**src/rtl/cpu_types_pkg.sv**
```systemverilog
// Shared CPU types: word type, arbiter state encoding and owner encodings.
package cpu_types_pkg;

    typedef logic [31:0] word_t;

    typedef enum logic [1:0] {
        IDLE = 2'b00,
        IGNT = 2'b01,
        DGNT = 2'b10
    } arb_state_t;

    localparam logic ARB_REQ_I = 1'b0;
    localparam logic ARB_REQ_D = 1'b1;

endpackage

```
**src/rtl/arb_starve_cntr.sv**
```systemverilog
// Saturating wait counter; clear wins over increment, flags when LIMIT is reached.
module arb_starve_cntr #(
    parameter int LIMIT = 8,
    localparam int W = $clog2(LIMIT + 1)
) (
    input  logic CLK,
    input  logic nRST,
    input  logic i_inc,
    input  logic i_clr,
    output logic o_at_limit
);

    logic [W-1:0] r_count;

    assign o_at_limit = (r_count == W'(LIMIT));

    always_ff @(posedge CLK or negedge nRST) begin
        if (!nRST) begin
            r_count <= '0;
        end else if (i_clr) begin
            r_count <= '0;
        end else if (i_inc && !o_at_limit) begin
            r_count <= r_count + W'(1);
        end
    end

endmodule

```
**src/rtl/cache_mem_arbiter.sv**
```systemverilog
// Arbitrates the single RAM port between icache and dcache, holding a grant for a block burst.
// Define ARB_RR_EN for round-robin arbitration in IDLE instead of fixed dcache priority.
module cache_mem_arbiter
    import cpu_types_pkg::*;
#(
    parameter int BURST_MAX    = 2,
    parameter int STARVE_LIMIT = 8
) (
    input  logic  CLK,
    input  logic  nRST,
    input  logic  iREN,
    input  word_t iaddr,
    output logic  iwait,
    output word_t iload,
    input  logic  dREN,
    input  logic  dWEN,
    input  word_t daddr,
    input  word_t dstore,
    output logic  dwait,
    output word_t dload,
    output logic  ramREN,
    output logic  ramWEN,
    output word_t ramaddr,
    output word_t ramstore,
    input  word_t ramload,
    input  logic  ramready
);

    localparam int BW = $clog2(BURST_MAX) + 1;

    arb_state_t r_state, w_next;
    logic [BW-1:0] r_beat;
    logic w_dReq, w_lastBeat, w_beatInc, w_atLimit, w_starveInc, w_starveClr;

    assign w_dReq      = dREN | dWEN;
    assign w_lastBeat  = (r_beat == BW'(BURST_MAX - 1));
    assign w_beatInc   = ramready && (((r_state == IGNT) && iREN) || ((r_state == DGNT) && w_dReq));
    assign w_starveInc = iREN && (r_state != IGNT);
    assign w_starveClr = !iREN || ((w_next == IGNT) && (r_state != IGNT));

    arb_starve_cntr #(.LIMIT(STARVE_LIMIT)) u_starve (
        .CLK        (CLK),
        .nRST       (nRST),
        .i_inc      (w_starveInc),
        .i_clr      (w_starveClr),
        .o_at_limit (w_atLimit)
    );

`ifdef ARB_RR_EN
    logic r_lastOwner;

    always_ff @(posedge CLK or negedge nRST) begin
        if (!nRST) begin
            r_lastOwner <= ARB_REQ_I;
        end else if (r_state == IDLE && w_next == IGNT) begin
            r_lastOwner <= ARB_REQ_I;
        end else if (r_state == IDLE && w_next == DGNT) begin
            r_lastOwner <= ARB_REQ_D;
        end
    end
`endif

    always_ff @(posedge CLK or negedge nRST) begin
        if (!nRST) begin
            r_state <= IDLE;
            r_beat  <= '0;
        end else begin
            r_state <= w_next;
            if (w_next == IDLE) begin
                r_beat <= '0;
            end else if (w_beatInc) begin
                r_beat <= r_beat + BW'(1);
            end
        end
    end

    // Starvation override is checked first so icache always makes progress.
    always_comb begin
        w_next = r_state;
        case (r_state)
            IDLE: begin
`ifdef ARB_RR_EN
                if (w_atLimit && iREN)    w_next = IGNT;
                else if (w_dReq && iREN)  w_next = (r_lastOwner == ARB_REQ_D) ? IGNT : DGNT;
                else if (w_dReq)          w_next = DGNT;
                else if (iREN)            w_next = IGNT;
`else
                if (w_atLimit && iREN)    w_next = IGNT;
                else if (w_dReq)          w_next = DGNT;
                else if (iREN)            w_next = IGNT;
`endif
            end
            IGNT: if (!iREN || (ramready && w_lastBeat))   w_next = IDLE;
            DGNT: if (!w_dReq || (ramready && w_lastBeat)) w_next = IDLE;
            default: w_next = IDLE;
        endcase
    end

    always_comb begin
        ramREN   = 1'b0;
        ramWEN   = 1'b0;
        ramaddr  = '0;
        ramstore = '0;
        iwait    = 1'b1;
        dwait    = 1'b1;
        iload    = '0;
        dload    = '0;
        case (r_state)
            IGNT: begin
                ramREN  = iREN;
                ramaddr = iaddr;
                if (iREN && ramready) begin
                    iwait = 1'b0;
                    iload = ramload;
                end
            end
            DGNT: begin
                ramaddr = daddr;
                if (dWEN) begin
                    ramWEN   = 1'b1;
                    ramstore = dstore;
                end else begin
                    ramREN = dREN;
                end
                if (w_dReq && ramready) begin
                    dwait = 1'b0;
                    dload = ramload;
                end
            end
            default: ;
        endcase
    end

endmodule

```
**config.mk**
```make
export PLATFORM = sky130hd
export DESIGN_NAME = cache_mem_arbiter
export DESIGN_NICKNAME = d
export VERILOG_FILES = /design/src/rtl/cpu_types_pkg.sv /design/src/rtl/arb_starve_cntr.sv /design/src/rtl/cache_mem_arbiter.sv
export SDC_FILE = /design/constraint.sdc
export NUM_CORES = 1
export LEC_CHECK = 0
export CAP_MARGIN = 20
export CORE_AREA = 2 2 104 106
export CTS_BUF_LIST = sky130_fd_sc_hd__clkbuf_16
export DETAILED_ROUTE_END_ITERATION = 10
export DIE_AREA = 0 0 106 108
export DONT_BUFFER_PORTS = 1
export PLACE_DENSITY_LB_ADDON = 0.2
export SLEW_MARGIN = 20
export SYNTH_ARGS = -nofsm -noshare
export SYNTH_HDL_FRONTEND = slang
export SYNTH_SLANG_ARGS = --single-unit
```
**constraint.sdc**
```tcl
create_clock -name CLK -period 2 [get_ports CLK]
set_input_delay 0.4 -clock CLK [delete_from_list [all_inputs] [get_ports CLK]]
set_output_delay 0.4 -clock CLK [all_outputs]
set_load 0.1 [all_outputs]
```
* After elaboration in Yosys (flattened, before gate mapping)
Cells that the tools add are included.
** Storage, ports and cells
- Bits in registers :: 8
- Input port bits :: 134
- Output and inout bits :: 132
- Logic and storage cells :: 58
** Cells by class
- $add $sub $neg :: 2
- Eq/ne operators :: 6
- Mux-type cells :: 25
- Bitwise gates (word level) :: 1
- Reduce and logical (&&, ||, !) cells :: 21
** Operators with widths (number)
- 32-bit two-way mux :: 6
- 32-bit one-hot mux with 2 select lines :: 1
- 2-bit two-way mux :: 7
- 1-bit logical AND :: 10
- 4-bit two-way mux :: 2
- 1-bit two-way mux :: 7
- 2-bit by 1-bit == test with 1-bit output (second input constant) :: 3
- 2-bit one-hot mux with 3 select lines :: 1
- 4-bit by 1-bit adder with 4-bit output (second input constant) :: 1
- 4-bit == test (second input constant) :: 1
- 2-bit zero test :: 2
- 1-bit logical OR :: 4
- 2-bit nonzero test :: 2
- 1-bit zero test :: 3
- 2-bit by 1-bit adder with 2-bit output (second input constant) :: 1
- 2-bit == test (second input constant) :: 1
- 2-bit by 1-bit inequality test with 1-bit output (second input constant) :: 1
- 1-bit one-hot mux with 2 select lines :: 1
- 1-bit OR :: 1

* Depth between registers and ports, before layout
Gate-level depths: netlist (run 1).
- Depth in word-level cells :: 9
- Gate-level depth with buffers :: 9
- Gate-level depth less buffers :: 8

* Cells and area by module
Synthesis (run 1) repeated with hierarchy kept, for this count alone.
** Second synthesis, totals
- Cells, all modules :: 248
- Area, all modules :: 1762.9 µm²
** By module, submodules not included
- cache_mem_arbiter :: times used 1, cells an instance 224, area each 1530.2 µm², sequential area each 100.1 µm²
- arb_starve_cntr :: times used 1, cells an instance 24, area each 232.7 µm², sequential area each 100.1 µm²

* Worst setup path after synthesis (run 1)
Ideal clock, no wire load.
- Kind :: flip-flop to output port
- Start point :: reg r_state[0]
- End point :: out ramREN
- Arrival time :: 3.543 ns
- Data required time :: 1.600 ns
- Slack :: -1.943 ns
- Cell stages (with the launch flop) :: 7
- Path buffers :: 2
- Cells stage by stage :: dfrtp_1 > inv_1 > ha_1 > clkbuf_1 > clkbuf_1 > nand3b_1 > a21boi_0
** On the way
- Cells in the longest elaborated chain, start to end :: 2
- Elaborated cells between the ends (all ways) :: 3
- Those cells by class :: eq/ne: 2; mux: 1
** RTL lines
- start: declaration :: RTL line cache_mem_arbiter.sv:31 : arb_state_t r_state, w_next;
- start signal: assignment :: RTL line cache_mem_arbiter.sv:68 : r_state <= w_next;
- 2-bit == test / 2-bit by 1-bit == test with 1-bit output (equally long branches) :: RTL line cache_mem_arbiter.sv:108 : case (r_state)
- 1-bit one-hot mux with 2 select lines * :: RTL line cache_mem_arbiter.sv:108
- end: declaration :: RTL line cache_mem_arbiter.sv:21 : output logic ramREN,
Mark *: on every way between the ends. The rest lies on a longest branch, timed or not.

* Worst setup path in the final report (run 1)
- Start point :: reg r_state[0]
- End point :: out iload[3]
** On the way
- Cells in the longest elaborated chain, start to end :: 2
** RTL lines
- 2-bit by 1-bit == test with 1-bit output :: RTL line cache_mem_arbiter.sv:108
- 32-bit two-way mux :: RTL line cache_mem_arbiter.sv:108
- end: declaration :: RTL line cache_mem_arbiter.sv:14 : output word_t iload,
No other way between the ends.

==> summary.txt, run 1 <==
R2r startpoint -> r_state[1]
Post-route DRC -> 0
Internal -> 0.003601 W
Critical Path RT -> 1.60 ns
Initial antenna violation count -> 0
Clk buf depth -> 2
Vias per Instance -> 4.822
NetSw -> 0.005043 W
CTS buffer count -> 3
Synth cell count leaders -> and2_1, and3_1, nor2b_1, a22oi_1, clkbuf_1
GRT Total Usage -> 14.85%
EDFF count, synth -> 0
Vias in the first global route -> 2,566
Dpl hpwl -> 7297 µm
TritonCTS clock tree -> built
Clk sinks -> 8
Synth-to-layout area growth -> 196.7%
P per Cell Area -> 1582 nW/µm²
Most common cell in the netlist -> and2_1
Async S/R FF share, synth -> 100.0%
WS Path Type -> reg -> out
Failing checks -> setup timing
Die Height -> 108 µm
Worst path cell trace -> buf_4 > ha_4 > and3_4 > clkbuf_16 > and2_4 > buf_12
Hold_sp -> iREN
Slew margin rel. -> 72.55%
Clock skew -> 0.001525 ns
Mapped Cells -> 254
First-pass DRT Iterations -> 4
Site Rows -> 37
Setup-failing EPs final -> 124
I/O pins -> 266
Leak pwr -> 2.207 nW
WL/cell -> 19.11 µm
Slew Limit Fails -> 0
CP endpoint kind -> output port
Seq pwr share -> 3.0%
Achievable Freq -> 0.4785 GHz
Via count -> 2,459
Post-synth cell types -> 40
Post-layout minimum cycle time -> 2.090 ns
HP Class -> in -> reg
RSZ-0062 raised after global routing -> yes
Skew-Pair Late Insertion Delay -> 0.24 ns
CP Data Arrival Time -> 1.69 ns
Inserted Diodes -> 0
Netlist Area Pre-Place -> 1842 µm²
Post-synth top area share -> 22.42%
Top post-synthesis cells by area -> and2_1, a22oi_1, and3_1
Worst VDD drop -> 0.9755 mV
Clk root buf -> clkbuf_16
CP max FO -> 9
Worst-Margin Slew -> 0.4104 ns
Antenna Nets Post-Route -> 0
Top cell type by total area after synthesis -> and2_1
Final wirelength -> 9746 µm
Crit path max-delay cell type -> dfrtp_2
Largest net degree at the start of global routing -> 37
Initial core utilization -> 18.00%
Combinational share of power -> 93.0%
Sequential area share after synthesis -> 10.87%
H-Tree Depth -> 1
Port Buffer Count -> 0
Ys flop type -> dfrtp_1
Crit path from -> r_state[0]
Worst setup margin -> -0.09007 ns
Gpl congestion -> 0.7701
Design Power -> 0.008643 W
Synth Net Count -> 395
Final Hold Vio Count -> 0
Ys Warns -> 0
Clk slew on worst S/H paths -> 0.04 ns
Nets@finish -> 517
Share of layout cells above drive strength 1 -> 88.24%
Global route overflow -> 0
DIE AREA -> 11,450 µm²
Worst path max stage delay -> 0.41 ns
#FFs+latches synth -> 8
Mean Syn Cell Area -> 7.251 µm²
Status -> finished with violations
First-pass GRT wire length -> 13,320 µm
Core footprint -> 10,230 µm²
Core Util, Final -> 53.41%
Horiz. Die Dim -> 106 µm
Clock share of power -> 4.0%
Setup crit start kind -> flip-flop
Switching Fraction -> 58.34%
Max_cap viols -> 0
Tcrit/Tclk final -> 104.5%
Initial DRC count -> 60
power by group through the flow:
stage | Clock [W] | Sequential, W | Combinational (W)
final | 0.000346 | 0.000260 | 0.00804
after global routing | 0.000357 | 0.000269 | 0.00826
after CTS | 0.000348 | 0.000258 | 0.00784
after detailed placement | 0 | 0.000265 | 0.00744
after global placement | 0 | 0.000259 | 0.00740
after floorplan | 0 | 0.000254 | 0.00523
layer usage:
layer,GRT usage [%],part of all wire [%],up-vias
li1,-,-,1123
met1,14.89,32,1161
met2,29.72,57,162
met3,3.858,8.6,13
met4,4.699,1.9,0
met5,0,0,-
area by class of cell:
type	count	area (µm²)
Inverter	10	42.54
Timing Repair Buffer	142	2719
Clock buffer	3	75.07
Multi-Input combinational cell	211	2256
Sequential cell	8	201.4
Tap cell	136	170.2
Fill cell	824	4767
flip-flops by register name, summed over array words and instances (netlist names):
| name | flops |
|---|---|
| r_beat | 2 |
| u_starve.r_count | 4 |
| r_state | 2 |
final timing paths:
path / to / slack, ns / cells after the start
max in group asynchronous: r_state[0] / 1.16 / 1
min in group asynchronous: r_state[1] / 0.53 / 1
hold reg to reg: r_beat[1] / 0.55 / 1
setup / recovery: iload[3] / -0.09 / 6
setup reg to reg: u_starve.r_count[2] / -0.02 / 10
hold / removal: u_starve.r_count[2] / 0.52 / 2
repair_timing:
item                                    CTS  global route
pin swaps                                22             5
hold endpoints to repair                  8             0
hold buffers                              1             0
endpoints found under the setup margin  106           131
gates resized for setup                  55            31
setup buffers                             8             2
cloned                                    3             3
cell families after synthesis:
kind of cell    after synthesis  synth area share [%]
compound gates               54                 25.41
fa+ha+maj                     7                 4.755
buf+inv                      35                 7.336
flops                         8                 10.87
simple gates                150                 51.63
stage by stage:
stage	TNS, ns	instances	worst slack [ns]	cell area (µm²)	hold slack (ns)
after global routing	-12.40	510	-0.1477	5464	0.5279
after global placement	0	490	0.06494	4833	0.1051
final	-5.840	510	-0.09007	5464	0.5196
after CTS	-3.681	505	-0.07884	5268	0.4964
after detailed placement	0	490	0.009462	4833	0.1050
after floorplan	-3.844	254	-0.1578	2395	0.1044
cell usage in the layout (no fill, tap or decap), types with 2 or more instances in the layout:
master,synthesis,layout
buf_12,0,122
and2_4,0,65
a22oi_2,0,32
nor2b_4,0,32
and3_4,0,21
and3_2,1,13
buf_4,0,10
dfrtp_1,8,7
inv_1,9,6
clkbuf_16,0,6
ha_1,7,5
nor2_1,3,3
buf_16,0,3
buf_6,0,3
inv_2,0,2
nand2_1,3,2
and3_1,35,2
nand2_2,1,2
nand3b_1,2,2
o21ai_1,2,2
o21ai_0,2,2
ha_4,0,2
critical path: cells and delay by family (launching register included):
kind | cells | cell delay, ns
buffers and inverters | 3 | 0.49
adders and majority gates | 1 | 0.18
DFF | 1 | 0.41
and+or+nand+nor | 2 | 0.37
(Power assumes the default switching activity.)
==> run 2, diff against run 1 <==
--- a/config.mk
+++ b/config.mk
@@ -5,13 +5,14 @@
 export SDC_FILE = /design/constraint.sdc
 export NUM_CORES = 1
 export LEC_CHECK = 0
+export ABC_AREA = 0
 export CAP_MARGIN = 20
 export CORE_AREA = 2 2 104 106
 export CTS_BUF_LIST = sky130_fd_sc_hd__clkbuf_16
 export DETAILED_ROUTE_END_ITERATION = 10
 export DIE_AREA = 0 0 106 108
 export DONT_BUFFER_PORTS = 1
-export PLACE_DENSITY_LB_ADDON = 0.2
+export PLACE_DENSITY = 0.32
 export SLEW_MARGIN = 20
 export SYNTH_ARGS = -nofsm -noshare
 export SYNTH_HDL_FRONTEND = slang
==> summary.txt, run 2 (synthesis gave the netlist of run 1 again) <==
Status -> finished with violations (unchanged)
Failing checks -> setup timing (unchanged)
DIE AREA -> 11,450 µm² (unchanged)
Final wirelength -> 10,080 µm (was 9746 µm)
Clk root buf -> clkbuf_16 (unchanged)
CP endpoint kind -> output port (unchanged)
Initial antenna violation count -> 0 (unchanged)
First-pass GRT wire length -> 13,430 µm (was 13,320 µm)
M1 GR Usage -> 15.00% (was 14.89%)
Achievable Freq -> 0.4771 GHz (was 0.4785 GHz)
Antenna Nets Post-Route -> 0 (unchanged)
Dpl hpwl -> 7887 µm (was 7297 µm)
Initial core utilization -> 18.00% (unchanged)
Nets@finish -> 523 (was 517)
Design Power -> 0.008545 W (was 0.008643 W)
Horiz. Die Dim -> 106 µm (unchanged)
Skew-Pair Late Insertion Delay -> 0.24 ns (about the same)
GRT Total Usage -> 15.18% (was 14.85%)
Worst-Margin Slew -> 0.4124 ns (was 0.4104 ns)
Filler cells -> 844 (was 824)
Setup crit start kind -> flip-flop (unchanged)
Max_cap viols -> 0 (unchanged)
WHS -> 0.5219 ns (was 0.5196 ns)
Internal -> 0.003540 W (was 0.003601 W)
Commonest non-fill, non-tap cell in the layout -> buf_12 (unchanged)
CTS buffer count -> 3 (unchanged)
Largest net degree at the start of global routing -> 47 (was 37)
Largest regs -> u_starve.r_count (4), r_beat (2), r_state (2) (unchanged)
TritonCTS clock tree -> built (unchanged)
P per Cell Area -> 1560 nW/µm² (was 1582 nW/µm²)
Biggest register -> u_starve.r_count (unchanged)
Clk buf depth -> 2 (unchanged)
Final Hold Vio Count -> 0 (unchanged)
Core footprint -> 10,230 µm² (unchanged)
WS Path Type -> reg -> out (unchanged)
Worst setup margin -> -0.09614 ns (was -0.09007 ns)
Clock share of power -> 4.1% (was 4.0%)
Leak pwr -> 2.261 nW (was 2.207 nW)
CP max FO -> 5 (was 9)
RSZ-0062 raised after global routing -> yes (unchanged)
I/O pins -> 266 (unchanged)
First-pass DRT Iterations -> 4 (unchanged)
Tcrit/Tclk final -> 104.8% (was 104.5%)
Via count -> 2,461 (was 2,459)
Fin Setup TNS -> -5.286 ns (was -5.840 ns)
Slew Limit Fails -> 0 (unchanged)
Worst VDD drop -> 0.9579 mV (was 0.9755 mV)
Gpl congestion -> 0.7729 (was 0.7701)
Max reg flops -> 4 (unchanged)
Switching Fraction -> 58.57% (was 58.34%)
Vias in the first global route -> 2,414 (was 2,566)
Post-layout minimum cycle time -> 2.096 ns (was 2.090 ns)
NetSw -> 0.005005 W (was 0.005043 W)
Clk sinks -> 8 (unchanged)
Vias per Instance -> 4.769 (was 4.822)
Site Rows -> 37 (unchanged)
Critical Path RT -> 1.60 ns (about the same)
Global route overflow -> 0 (unchanged)
Most frequent cells in the layout -> buf_12, and2_4, a22oi_2, nor2b_4, and3_2 (was buf_12, and2_4, a22oi_2, nor2b_4, and3_4)
CP Data Arrival Time -> 1.70 ns (was 1.69 ns)
Port Buffer Count -> 0 (unchanged)
WL/cell -> 19.54 µm (was 19.11 µm)
HP Class -> in -> reg (unchanged)
Share of layout cells above drive strength 1 -> 88.16% (was 88.24%)
H-Tree Depth -> 1 (unchanged)
Synth-to-layout area growth -> 197.4% (was 196.7%)
Clk slew on worst S/H paths -> 0.04 ns (about the same)
GRT Max-Usage Layer -> met2 (unchanged)
Post-route DRC -> 0 (unchanged)
Setup-failing EPs final -> 98 (was 124)
Met3 usage -> 5.546% (was 3.858%)
Post-route cell area -> 5477 µm² (was 5464 µm²)
Slew margin rel. -> 72.42% (was 72.55%)
Clock skew -> 0.002064 ns (was 0.001525 ns)
Initial DRC count -> 92 (was 60)
Die Height -> 108 µm (unchanged)
Combinational share of power -> 92.8% (was 93.0%)
Met2 Use GR -> 30.41% (was 29.72%)
Seq pwr share -> 3.1% (was 3.0%)
Inserted Diodes -> 0 (unchanged)
Post-DP Area -> 4969 µm² (was 4833 µm²)
## run 2: through the flow
stage / utilization (%) / instances / worst slack [ns]
2_1_floorplan: - / 254 / -0.1578
3_3_place_gp: 48.56 / 498 / 0.08107
3_5_place_dp: 48.56 / 498 / 0.05278
4_1_cts: 52.20 / 510 / -0.07329
5_1_grt: 53.53 / 516 / -0.1463
6_report: 53.53 / 516 / -0.09614
## run 2: power by group through the flow
stage	registers (W)	logic [W]	clock network [W]
after floorplan	0.000254	0.00523	0
after global placement	0.000257	0.00749	0
after detailed placement	0.000265	0.00752	0
after CTS	0.000265	0.00783	0.000361
after global routing	0.000272	0.00816	0.000366
final	0.000267	0.00793	0.000352
## run 2: layer usage
metal / wire length, µm / vias up / share of wire (%)
li1: - / 1137 / -
met1: 3137 / 1146 / 31
met2: 5764 / 172 / 57
met3: 1115 / 6 / 11
met4: 66 / 0 / 0.65
met5: 0 / - / 0
## run 2: path summary, 6_finish.rpt
check	startpoint	end	slack, ns	cells past startpoint
setup / recovery	r_state[0]	dload[24]	-0.1	5
min in group asynchronous	nRST	u_starve.r_count[1]	0.53	1
hold / removal	iREN	u_starve.r_count[2]	0.52	2
max in group asynchronous	nRST	r_state[1]	1.18	1
hold reg to reg	r_beat[1]	r_beat[1]	0.54	1
setup reg to reg	r_state[0]	u_starve.r_count[2]	0.09	9
## run 2: what timing repair did
item / in CTS / in global routing
hold endpoints to repair: 8 / 0
gates resized for setup: 51 / 9
pin swaps: 33 / 7
setup buffers: 6 / 2
cloned: 2 / 4
setup endpoints to repair: 130 / 104
hold buffers: 1 / 0
## run 2: critical path, cell delays in order, from the launching register on
cell and delay, ns:
dfrtp_1 0.38, inv_2 0.09, ha_4 0.18, and3_4 0.30
clkbuf_16 0.18, and2_4 0.33
## run 2: cell type report
| type | instances | area (µm²) | share of cell area, % |
|---|---|---|---|
| clock buffer | 3 | 75.07 | 1.371 |
| sequential | 8 | 200.2 | 3.655 |
| timing repair buffer | 148 | 2810 | 51.31 |
| tap | 136 | 170.2 | 3.107 |
| inverter | 10 | 42.54 | 0.7768 |
| multi-input combinational | 211 | 2178 | 39.78 |
==> RTL change 1 (flow settings as in run 2) <==
Encoding of `arb_state_t`: now one-hot (3 bits for 3 states).
--- a/src/rtl/cpu_types_pkg.sv
+++ b/src/rtl/cpu_types_pkg.sv
@@ -3,10 +3,10 @@
 
     typedef logic [31:0] word_t;
 
-    typedef enum logic [1:0] {
-        IDLE = 2'b00,
-        IGNT = 2'b01,
-        DGNT = 2'b10
+    typedef enum logic [2:0] {
+        IDLE = 3'b001,
+        IGNT = 3'b010,
+        DGNT = 3'b100
     } arb_state_t;
 
     localparam logic ARB_REQ_I = 1'b0;
Formal check against the unedited RTL: same outputs for any inputs over 10 cycles, from zero or initial values and one cycle with nRST low; not proved beyond that.
==> RTL change 1 against run 2 <==
The flow still finishes with violations (negative setup slack). Maximum frequency down 0.30%. Synthesized area down 13%. Sequential cell count up 1. Count of clock-buffer cells in the layout did not move. Design area fell by 13%. First-iteration DRC count decreased by 22%. Worst hold slack got worse by 510 ps. Routed wire length increased by 2.5%. Setup slack lost 6.3 ps.
Power is not compared: it rests on default switching activity, and its combinational part moved more than twofold at a synthesized area within 25%.
==> RTL change 1: results (changes against run 2) <==
{| class="wikitable"
! Metric !! Value
|-
| Outcome || finished with violations
|-
| Cell with the largest stage delay on the worst path || sky130_fd_sc_hd__dfstp_2
|-
| Routed wirelength normalized by instance count || 22.5 microns (+15%)
|-
| Avg Synthesized Cell Area || 7.36 sq um (+1.6%)
|-
| Area fraction of clock buffers and clock inverters || 0.0165 (+0.00278)
|-
| Global-route wire length before repair || 14.3 mm (+6.4%)
|-
| Worst relative slew slack || 0.732 (+0.00781)
|-
| Post-synthesis compound-gate area fraction || 0.245 (-0.00934)
|-
| Top Family by Delay on Critical Path || flip-flops
|-
| Maximum fanout along the worst path || 8 (+3)
|-
| Worst Hold Class || in2async
|-
| Multi-input logic area || 1870 sq um (-14%)
|-
| Sequential-to-total area share from yosys stat || 0.141 (+0.0324)
|-
| Leading post-synthesis cells by instance count || 66 x sky130_fd_sc_hd__and3_1, 34 x sky130_fd_sc_hd__a22o_1, 34 x sky130_fd_sc_hd__and2_1
|-
| Weighted congestion at the end of routability-driven global placement || 0.789 (+2.1%)
|-
| Met3 track demand over resource || 0.0386 (-0.0169)
|-
| Filler cell count in the final layout || 909 (+7.7%)
|-
| Signal buffers || 128 (-14%)
|-
| Met2 Use GR || 0.341 (+0.0373)
|-
| Met1 Use GR || 0.163 (+0.0134)
|-
| Fraction of synthesized cell area in xor and xnor cells || 0.00546 (+0.00546)
|-
| Estimated wirelength of the detail-placed design || 7.94 mm (+0.67%)
|-
| Post-place instance area || 4300 sq um (-13%)
|-
| Total Power Consumption || 4.59 mW
|-
| Worst path setup slack after routing || -102 ps (-6.33 ps)
|-
| Synthesized netlist net count || 355 (-10%)
|-
| Per-cell via count in the routed design || 4.84 (+1.5%)
|-
| Failing checks || negative setup slack
|-
| Post-route clock skew || 0.428 ps (-1.64 ps)
|-
| Number of inverters outside the clock class in the layout || 7 (-3)
|-
| Total number of nets in the final design || 462 (-12%)
|-
| Count of routing violations after the opening detailed-route iteration || 72 (-22%)
|-
| Biggest registers after layout || u_starve.r_count: 4 flops, r_state: 3 flops, r_beat: 2 flops
|-
| Share of post-route cells with drive strength above 1 || 0.840 (-0.0421)
|-
| Number of standard cells after synthesis || 218 (-14%)
|-
| Leading cell types by total area after synthesis || sky130_fd_sc_hd__and3_1 26%, sky130_fd_sc_hd__a22o_1 19%, sky130_fd_sc_hd__and2_1 13%, sky130_fd_sc_hd__dfrtp_1 12%, sky130_fd_sc_hd__clkbuf_1 3.5%
|-
| Seq_cells || 9 (+1)
|-
| Routed wire length || 10.3 mm (+2.5%)
|-
| Number of global-route vias before repair || 2249 (-6.8%)
|-
| Number of setup violations in the final report || 117 (+19%)
|-
| Post-placement cell count || 438 (-12%)
|-
| Postcts setup bufs || 9 (+3)
|-
| Largest net degree at the start of global routing || 39 (-17%)
|-
| Synth cell types || 39 (-2.5%)
|-
| Routed length on met2 || 6.18 mm (+7.3%)
|-
| Number of combinational gates with multiple inputs || 176 (-17%)
|}
-- RTL change 1: cell types whose count changed in the layout (fill, tap and decap cells not counted), sizes merged, moves of 4 or more --
cell,before,now
a22o,0,34
and2,67,34
a22oi,32,1
and3,36,66
nor2b,33,3
buf,144,125
ha,7,3
-- RTL change 1: worst paths after layout --
kind	endpoint	depth (start not counted)	from	slack, ps
max reg2reg	u_starve.r_count[2]	6	r_state[1]	60
min reg2reg	r_beat[1]	1	r_beat[1]	550
max	ramaddr[4]	6	r_state[0]	-100
min	r_state[0]	0	nRST	10
min in group CLK	r_state[2]	2	dWEN	350
max in group asynchronous	r_state[1]	1	nRST	1190
-- RTL change 1: through the flow --
| step | TNS, ps | setup WS (ps) | utilization |
|---|---|---|---|
| floorplan | -213 | -41.6 | - |
| global placement | 0 | 35.9 | 0.420 |
| detailed placement | 0 | 28.6 | 0.420 |
| CTS | -3790 | -123 | 0.456 |
| global route | -13020 | -152 | 0.467 |
| finish | -3450 | -102 | 0.467 |
==> RTL change 2 (settings of run 2) <==
Made on the original files. Set the parameter `BURST_MAX` to 1 (it was 2).
--- a/src/rtl/cache_mem_arbiter.sv
+++ b/src/rtl/cache_mem_arbiter.sv
@@ -3,7 +3,7 @@
 module cache_mem_arbiter
     import cpu_types_pkg::*;
 #(
-    parameter int BURST_MAX    = 2,
+    parameter int BURST_MAX    = 1,
     parameter int STARVE_LIMIT = 8
 ) (
     input  logic  CLK,
Check against the original RTL: not equivalent (Yosys sat finds a counterexample within 4 cycles, from zero or initial values and one cycle with nRST low).
==> RTL change 2 against run 2 <==
The flow still finishes with violations (negative setup slack). Clock skew rose by 1.4 ps. Non-clock buffer count is 7 higher. Sequential cell count is 1 lower. Synthesized area is 7.8% lower. Sequential share of layout area down 0.45 points. Power down 2.2%. Maximum frequency is 1.4% lower. Routed wire length grew 3.1%. Setup slack worse by 30 ps. Design area down 0.30%. Critical endpoint is now dload[20]. Largest power group unchanged.
==> RTL change 2: results (changes against run 2) <==
{| class="wikitable"
! Metric !! Value
|-
| Routed wirelength normalized by instance count || 20.0 microns (+2.5%)
|-
| Multiplexer fraction of the synthesized cell area || 0.00590 (+0.00590)
|-
| Top Family by Delay on Critical Path || buffers and inverters
|-
| Share of post-route cells with drive strength above 1 || 0.809 (-0.0722)
|-
| Adder-cell share of the synthesized area || 0.0442 (-0.00334)
|-
| Worst-case setup slack after placement || 38.1 ps (-14.7 ps)
|-
| Least-Margin Pin Slew || 350 ps (-62.3 ps)
|-
| Biggest registers after layout || u_starve.r_count: 4 flops, r_state: 2 flops, r_beat: 1 flops
|-
| Signal arrival time at the worst endpoint || 1730 ps (+30 ps)
|-
| Maximum fanout along the worst path || 8 (+3)
|-
| Estimated wirelength of the detail-placed design || 8.06 mm (+2.1%)
|-
| Avg Synthesized Cell Area || 6.87 sq um (-5.2%)
|-
| IR Drop Worst-Case VDD || 0.871 mV (-9.1%)
|-
| Number of setup violations in the final report || 126 (+29%)
|-
| Outcome || finished with violations
|-
| Filler cell count in the final layout || 874 (+3.6%)
|-
| Largest net degree at the start of global routing || 37 (-21%)
|-
| Synth cell types || 36 (-10%)
|-
| Internal power consumption || 3.70 mW (+4.6%)
|-
| Reported leakage power || 2.27 nW (+0.53%)
|-
| Worst path setup slack after routing || -126 ps (-30.3 ps)
|-
| Synthesized netlist net count || 387 (-2.0%)
|-
| Total global-route track usage || 0.157 (+0.00486)
|-
| Failing checks || negative setup slack
|-
| Global-route wire length before repair || 13.9 mm (+3.3%)
|-
| Sequential-to-total area share from yosys stat || 0.103 (-0.00553)
|-
| Number of global-route vias before repair || 2301 (-4.7%)
|-
| Combinational Power || 7.80 mW (-2%)
|-
| Total Power Consumption || 8.36 mW (-2.2%)
|-
| Largest stage delay on the critical path || 420 ps (+40 ps)
|-
| Post_cts resized || 13 (-75%)
|-
| Post-placement cell count || 496 (-0.40%)
|-
| Fraction of synthesized cell area in xor and xnor cells || 0.00516 (+0.00516)
|-
| Per-cell via count in the routed design || 4.71 (-1.3%)
|}
## RTL change 2: area by class of cell
cell class | count | share of cell area
timing repair buffer | 155 | 0.553
multi-input combinational | 207 | 0.361
sequential | 7 | 0.0321
tap | 136 | 0.0312
clock buffer | 3 | 0.0137
inverter | 10 | 0.00756
clock inverter | 1 | 0.000687
## RTL change 2: path summary, 6_finish.rpt
kind / startpoint / end / slack [ps] / cells after the start
worst max register to register: r_state[1] / u_starve.r_count[2] / 150 / 8
max in group asynchronous: nRST / u_starve.r_count[1] / 1240 / 1
min in group asynchronous: nRST / u_starve.r_count[3] / 510 / 1
worst max-delay path: r_state[0] / dload[20] / -130 / 6
worst min-delay path: ramready / r_beat / 410 / 3
worst min register to register: u_starve.r_count[0] / u_starve.r_count[0] / 530 / 1
## RTL change 2: layer usage
layer,share of wire,routed length (microns),GRT usage,up-vias
li1,-,-,-,1118
met1,0.32,3310,0.166,1148
met2,0.57,5910,0.301,173
met3,0.11,1110,0.0549,5
met4,0.0067,70,0.0310,0
met5,0,0,0,-
